`src/rtl/counter_cmd_if.sv`:
```
// Command handshake bundle between a command source and the counter command sequencer.
interface counter_cmd_if #(
  parameter int WIDTH = 8
);
  logic             cmd_valid_in;
  logic             cmd_ready_out;
  logic [1:0]       cmd_op_in;
  logic [WIDTH-1:0] cmd_arg_in;

  modport master (
    output cmd_valid_in,
    output cmd_op_in,
    output cmd_arg_in,
    input  cmd_ready_out
  );

  modport slave (
    input  cmd_valid_in,
    input  cmd_op_in,
    input  cmd_arg_in,
    output cmd_ready_out
  );
endinterface

```
`src/rtl/counter_cmd_sequencer.sv`:
```
// Expands LOAD/UP/DOWN/NOP commands into registered, cycle-exact control strobes
// for the downstream 8-bit up/down counter.
//
// state | meaning
// IDLE  | waiting for a command; ready when not aborting
// SET   | one cycle of set_ctrl_out with the load value presented
// COUNT | en_ctrl_out high for rem more cycles
// SKIP  | one empty cycle closing a NOP or zero-length count
module counter_cmd_sequencer #(
  parameter int WIDTH = 8
) (
  input  logic             clk_in,
  input  logic             rst_in,
  counter_cmd_if.slave     cmd,
  input  logic             abort_in,
  output logic             en_ctrl_out,
  output logic             set_ctrl_out,
  output logic             up_ctrl_out,
  output logic [WIDTH-1:0] counter_data_out,
  output logic             busy_out,
  output logic             done_out
);

  typedef enum logic [1:0] {
    ST_IDLE  = 2'b00,
    ST_SET   = 2'b01,
    ST_COUNT = 2'b10,
    ST_SKIP  = 2'b11
  } state_t;

  localparam logic [1:0] OP_NOP  = 2'b00;
  localparam logic [1:0] OP_LOAD = 2'b01;
  localparam logic [1:0] OP_UP   = 2'b10;
  localparam logic [1:0] OP_DOWN = 2'b11;

  state_t           state, state_nxt;
  logic [WIDTH-1:0] rem, rem_nxt;
  logic             en_nxt, set_nxt, up_nxt, done_nxt;
  logic [WIDTH-1:0] data_nxt;
  logic             cmd_ready;
  logic             accept;

  assign cmd_ready         = rst_in && (state == ST_IDLE) && !abort_in;
  assign cmd.cmd_ready_out = cmd_ready;
  assign accept            = cmd.cmd_valid_in && cmd_ready;

  always_comb begin
    state_nxt = state;
    rem_nxt   = rem;
    en_nxt    = 1'b0;
    set_nxt   = 1'b0;
    done_nxt  = 1'b0;
    up_nxt    = up_ctrl_out;
    data_nxt  = counter_data_out;

    unique case (state)
      ST_IDLE: begin
        if (accept) begin
          unique case (cmd.cmd_op_in)
            OP_LOAD: begin
              state_nxt = ST_SET;
              set_nxt   = 1'b1;
              done_nxt  = 1'b1;
              data_nxt  = cmd.cmd_arg_in;
            end
            OP_UP, OP_DOWN: begin
              if (cmd.cmd_arg_in != '0) begin
                state_nxt = ST_COUNT;
                rem_nxt   = cmd.cmd_arg_in;
                en_nxt    = 1'b1;
                done_nxt  = (cmd.cmd_arg_in == WIDTH'(1));
                up_nxt    = (cmd.cmd_op_in == OP_UP);
              end else begin
                state_nxt = ST_SKIP;
                done_nxt  = 1'b1;
              end
            end
            default: begin
              state_nxt = ST_SKIP;
              done_nxt  = 1'b1;
            end
          endcase
        end
      end
      ST_SET, ST_SKIP: begin
        state_nxt = ST_IDLE;
      end
      ST_COUNT: begin
        rem_nxt = rem - WIDTH'(1);
        if (rem == WIDTH'(1)) begin
          state_nxt = ST_IDLE;
        end else begin
          en_nxt   = 1'b1;
          done_nxt = (rem == WIDTH'(2));
        end
      end
      default: begin
        state_nxt = ST_IDLE;
      end
    endcase

    // Abort discards whatever the command still had queued, without a done pulse.
    if (abort_in && (state != ST_IDLE)) begin
      state_nxt = ST_IDLE;
      rem_nxt   = '0;
      en_nxt    = 1'b0;
      set_nxt   = 1'b0;
      done_nxt  = 1'b0;
    end
  end

  always_ff @(posedge clk_in or negedge rst_in) begin
    if (!rst_in) begin
      state            <= ST_IDLE;
      rem              <= '0;
      en_ctrl_out      <= 1'b0;
      set_ctrl_out     <= 1'b0;
      up_ctrl_out      <= 1'b0;
      counter_data_out <= '0;
      busy_out         <= 1'b0;
      done_out         <= 1'b0;
    end else begin
      state            <= state_nxt;
      rem              <= rem_nxt;
      en_ctrl_out      <= en_nxt;
      set_ctrl_out     <= set_nxt;
      up_ctrl_out      <= up_nxt;
      counter_data_out <= data_nxt;
      busy_out         <= (state_nxt != ST_IDLE);
      done_out         <= done_nxt;
    end
  end

endmodule

```
`src/flat_wrapper.sv`:
```
// flat-port wrapper written by rule: the top's interface ports become plain ports
module counter_cmd_sequencer_flat 
#(
  parameter int WIDTH = 8
)
  (clk_in, rst_in, abort_in, en_ctrl_out, set_ctrl_out, up_ctrl_out, counter_data_out, busy_out, done_out, cmd_cmd_valid_in, cmd_cmd_op_in, cmd_cmd_arg_in, cmd_cmd_ready_out);
  counter_cmd_if #(.WIDTH(WIDTH)) cmd_i ();
  input  logic clk_in;
  input  logic rst_in;
  input  logic abort_in;
  output logic en_ctrl_out;
  output logic set_ctrl_out;
  output logic up_ctrl_out;
  output logic [WIDTH-1:0] counter_data_out;
  output logic busy_out;
  output logic done_out;
  input wire logic [$bits(cmd_i.cmd_valid_in)-1:0] cmd_cmd_valid_in;
  input wire logic [$bits(cmd_i.cmd_op_in)-1:0] cmd_cmd_op_in;
  input wire logic [$bits(cmd_i.cmd_arg_in)-1:0] cmd_cmd_arg_in;
  output wire logic [$bits(cmd_i.cmd_ready_out)-1:0] cmd_cmd_ready_out;
  assign cmd_i.cmd_valid_in = cmd_cmd_valid_in;
  assign cmd_i.cmd_op_in = cmd_cmd_op_in;
  assign cmd_i.cmd_arg_in = cmd_cmd_arg_in;
  assign cmd_cmd_ready_out = cmd_i.cmd_ready_out;
  counter_cmd_sequencer #(.WIDTH(WIDTH)) u_core (.clk_in(clk_in), .rst_in(rst_in), .cmd(cmd_i), .abort_in(abort_in), .en_ctrl_out(en_ctrl_out), .set_ctrl_out(set_ctrl_out), .up_ctrl_out(up_ctrl_out), .counter_data_out(counter_data_out), .busy_out(busy_out), .done_out(done_out));
endmodule
```
`config.mk`:
```
export PLATFORM = sky130hd
export DESIGN_NAME = counter_cmd_sequencer_flat
export DESIGN_NICKNAME = d
export VERILOG_FILES = /design/src/rtl/counter_cmd_if.sv /design/src/rtl/counter_cmd_sequencer.sv /design/src/flat_wrapper.sv
export SDC_FILE = /design/constraint.sdc
export NUM_CORES = 1
export LEC_CHECK = 0
export BUFFER_PORTS_ARGS = -buffer_cell sky130_fd_sc_hd__buf_2
export CAP_MARGIN = 10
export CORE_ASPECT_RATIO = 1.4
export CORE_MARGIN = 5
export CORE_UTILIZATION = 50
export CTS_BUF_LIST = sky130_fd_sc_hd__clkbuf_16
export DETAILED_ROUTE_END_ITERATION = 8
export HOLD_SLACK_MARGIN = 0.15
export PLACE_DENSITY = 0.73
export SYNTH_ARGS = -nofsm -noshare
export SYNTH_HDL_FRONTEND = slang
export SYNTH_SLANG_ARGS = --single-unit
export TNS_END_PERCENT = 10
```
`constraint.sdc`:
```
create_clock -name clk_in -period 1.57 [get_ports clk_in]
set_input_delay 0.157 -clock clk_in [delete_from_list [all_inputs] [get_ports clk_in]]
set_output_delay 0.157 -clock clk_in [all_outputs]
set_load 0.01 [all_outputs]
```
==> results.md <==
Final layout:
- The fraction of final layout cells with drive strength greater than 1 is 39.5%.
- The number of antenna repair diodes is 0.
- The synthesis-to-layout area growth is 27.9%.
- The top cell types in the final layout, fill and taps aside, are sky130_fd_sc_hd__buf_2 (27), sky130_fd_sc_hd__dfrtp_1 (23), sky130_fd_sc_hd__o21ai_0 (16).
- The most common cell after layout, fill and taps aside is sky130_fd_sc_hd__buf_2.
- The layout net count is 175.
- The final design instance area without fill is 1570 um^2.

Power:
- VDD sags by at most 0.970 mV.
- The reported leakage power is between 0.7 and 0.8 nW.
- Per report_power, the sequential group accounts for 40.8% of the total.
- The relative contribution of the clock network to total power is between 20% and 30%.
- Combinational cells account for 32.0% of the total power.
- The analysis attributes to net switching a power of 0.686 mW.
- The internal portion of the total power is 1.39 mW.
- The areal power density over the cells is 1330 nW/um^2.
- The design draws 2.08 mW.
- The switching fraction of total power is between 30% and 40%.

Clocking:
- The number of clock sinks is 23.
- After clock tree synthesis, the clock-pin slew on the worst setup and hold paths is 60 ps.
- The clock insertion delay at the later pin of the skew report is 260 ps.
- The clock passes through at most 2 buffers.
- The cell sitting at the root of the clock tree is a sky130_fd_sc_hd__clkbuf_16.
- The clock tree from TritonCTS is done.
- Buffers inserted during clock tree synthesis total 3.
- CTS built an H-tree with a depth of 1.

STA:
- Adding up every negative setup slack in the final design gives 0 ps.
- Dividing the final minimum period by the clock period gives 95.5%.
- Measured against its own limit, the worst slew margin works out to 80.6%.
- Subtracting the final worst setup slack from the clock period gives 1500 ps.
- The smallest hold slack is around 170 ps.
- The worst setup slack after layout is roughly 70 ps.
- Setup violations remaining at the end of the flow were counted as 0.
- The number of pins exceeding their max-slew limit in the final report came to 0.
- Setup repair after global routing could not meet its margin everywhere.
- The actual slew at the worst max-slew pin is slightly below 300 ps.
- The final hold violation count is 0.
- The clock skew is approximately 1.7 ps.
- The upper clock frequency limit is 667 MHz.

Floorplan:
- For this design the top-level I/O count stands at 28.
- Once the floorplan was initialized, standard cells occupied ~52% of the core.
- In this run the vertical extent of the chip is 68.5 um.
- The row count is 21.
- The area of the die is 3550 um^2.
- The placeable core region is 2360 um^2.
- The horizontal extent of the die is 51.8 um.

Worst setup path:
- STA classifies the critical path endpoint as a register.
- In this run the worst path has a maximum fanout of 5.
- The reg-to-reg critical path startpoint is u_core.rem[1].
- The setup path with the least slack is of type reg2reg.
- STA puts the critical path data required time at 1710 ps.
- At the worst endpoint, the arrival time is 1640 ps.
- The startpoint type of the worst setup path is a register.
- The source of the critical timing path is u_core.rem[1].

Synth:
- Yosys printed 0 warnings.
- Each instance of the synthesized netlist takes up on average about 10 um^2.
- Sequential cells were found to cover 47.0% of the synthesized design area.
- Synthesis instantiated 33 different standard cells from the library.
- The synthesized netlist net count is approximately 130.
- The synthesized area is 1220 um^2.
- The synthesis-stage register bit count is 23.
- In the synthesized netlist, the number of instances is 117.

Placement:
- The congestion estimate from routability-driven global placement came to between 0.8 and 0.9.
- Before CTS, the worst setup slack after placement is 26.1 ps.
- The count of buffers inserted at the top-level ports is 27.
- The standard cell area after detailed placement is around 1400 um^2.
- The half-perimeter wire length after detailed placement is 2.11 mm.

GRT:
- The first global-routing pass estimated 4.95 mm of wire.
- The number of antenna violations at the first check in global routing is 0.
- The pin count of the biggest net entering global routing is 24.
- The via count of the first global-routing pass was 1,064.
- The remaining global-route overflow is 0.
- The total global routing track utilization is 18.9%.

Detailed routing:
- For this block, the routed nets add up to 2.86 mm of wire.
- The number of nets still failing antenna checks after routing is 0.
- In the routed layout, each cell is associated on average with a via count of 5.87.
- For this block, the via count after detailed routing is 1,056.
- In the routed design, unresolved DRC markers number 0.
- The detail-routed net length per standard cell is 15.9 um.
- The number of iterations in the first detailed-routing pass is 4.
- The starting DRC count in detailed routing is 35.

Hold path:
- The origin of the worst min-delay path is cmd_cmd_op_in[1].
- The path type of the worst min-delay path is in2reg.

Flow run:
- The count of maximum capacitance violations is 0.

Outcome:
- The run finished with clean final reports.
==> cells by family (layout without fill, tap and decap cells) <==
kind of cell | Yosys count | in the layout | share of synthesized area, %
multiplexers | 8 | 8 | 7.36
flip-flops | 23 | 23 | 47.0
adder cells (fa/ha/maj) | 3 | 3 | 3.07
AND/OR/NAND/NOR | 42 | 42 | 21.9
AO/OA/AOI/OAI | 35 | 35 | 18.2
buffers and inverters | 6 | 46 | 2.45
==> sequential cells by signal (all words and copies together) (netlist names) <==
register / count
u_core.counter_data_out: 8
u_core.state: 2
u_core.busy_out: 1
u_core.en_ctrl_out: 1
u_core.up_ctrl_out: 1
u_core.set_ctrl_out: 1
u_core.done_out: 1
u_core.rem: 8
==> cells in the mapped netlist <==
cell | number | area, um^2
sky130_fd_sc_hd__a21o_1 | 1 | 7.51
sky130_fd_sc_hd__o22ai_1 | 2 | 12.5
sky130_fd_sc_hd__nand2_4 | 1 | 11.3
sky130_fd_sc_hd__nor4_2 | 1 | 12.5
sky130_fd_sc_hd__nand2b_1 | 1 | 6.26
sky130_fd_sc_hd__nand3b_2 | 1 | 11.3
sky130_fd_sc_hd__a21oi_1 | 8 | 40.0
sky130_fd_sc_hd__o21bai_4 | 1 | 18.8
sky130_fd_sc_hd__nand4_1 | 1 | 6.26
sky130_fd_sc_hd__nand3_4 | 1 | 17.5
sky130_fd_sc_hd__buf_6 | 1 | 11.3
sky130_fd_sc_hd__inv_1 | 4 | 15.0
sky130_fd_sc_hd__nand4b_1 | 1 | 8.76
sky130_fd_sc_hd__a31oi_4 | 1 | 21.3
sky130_fd_sc_hd__nor4_1 | 2 | 12.5
sky130_fd_sc_hd__nor3b_1 | 1 | 7.51
sky130_fd_sc_hd__or3_4 | 1 | 11.3
sky130_fd_sc_hd__dfrtp_1 | 23 | 576
sky130_fd_sc_hd__and2_1 | 1 | 6.26
sky130_fd_sc_hd__nand2_1 | 10 | 37.5
sky130_fd_sc_hd__o211ai_1 | 1 | 7.51
sky130_fd_sc_hd__nor2b_1 | 3 | 18.8
sky130_fd_sc_hd__nor2_1 | 10 | 37.5
sky130_fd_sc_hd__a221oi_1 | 2 | 17.5
sky130_fd_sc_hd__clkbuf_1 | 1 | 3.75
sky130_fd_sc_hd__a31oi_1 | 2 | 12.5
sky130_fd_sc_hd__and3b_2 | 1 | 10.0
sky130_fd_sc_hd__ha_1 | 3 | 37.5
sky130_fd_sc_hd__or4_4 | 1 | 11.3
sky130_fd_sc_hd__mux2_2 | 8 | 90.1
sky130_fd_sc_hd__nor3_1 | 4 | 20.0
sky130_fd_sc_hd__o21ai_0 | 17 | 85.1
sky130_fd_sc_hd__nor4_4 | 1 | 21.3
==> through the flow <==
stage,util [%],std cells
finish,66.2,180
global route,66.2,180
CTS,64.8,179
detailed placement,60.6,173
global placement,60.6,173
floorplan,-,117
==> routing by layer <==
layer  GRT usage (%)  vias up  share of wire (%)
met3            4.30        4                5.4
met5               0        -                  0
met1            23.5      510                 42
met2            32.2       38                 52
li1                -      504                  -
met4            6.89        0                1.0
==> power by group through the flow <==
stage | Sequential [mW] | Clock, mW | Combinational, mW
after detailed placement | 0.853 | 0 | 0.608
after CTS | 0.843 | 0.563 | 0.619
after global routing | 0.874 | 0.600 | 0.738
after global placement | 0.844 | 0 | 0.594
after floorplan | 0.874 | 0 | 0.352
final | 0.847 | 0.566 | 0.664
==> timing repair <==
item	in CTS	in global routing
hold buffers	2	0
endpoints found under the setup margin	0	13
setup buffers	0	1
hold endpoints to repair	24	0
gates resized for setup	0	6
==> path summary, 6_finish.rpt <==
kind                                      end  slack [ps]  cells past startpoint
setup / recovery                u_core.rem[7]          70                      5
hold / removal                u_core.state[0]         170                      2
setup reg to reg                u_core.rem[7]          70                      5
hold reg to reg            u_core.up_ctrl_out         490                      2
max in group asynchronous       u_core.rem[3]         920                      3
min in group asynchronous       u_core.rem[6]         420                      3
==> layout make-up <==
class,instances,area [um^2]
clock buffer,3,75.1
clock inverter,1,5.00
tap,23,28.8
multi-input combinational,88,643
sequential,23,576
inverter,4,15.0
timing repair buffer,38,223
fill,196,800
==> critical path, cell delays in order, from the launching register on <==
cell and delay (ps):
sky130_fd_sc_hd__dfrtp_1 420, sky130_fd_sc_hd__or4_4 570, sky130_fd_sc_hd__nor2_1 110, sky130_fd_sc_hd__nor2_1 40
sky130_fd_sc_hd__o21ai_0 140, sky130_fd_sc_hd__o21ai_0 100
(Power assumes the default switching activity.)
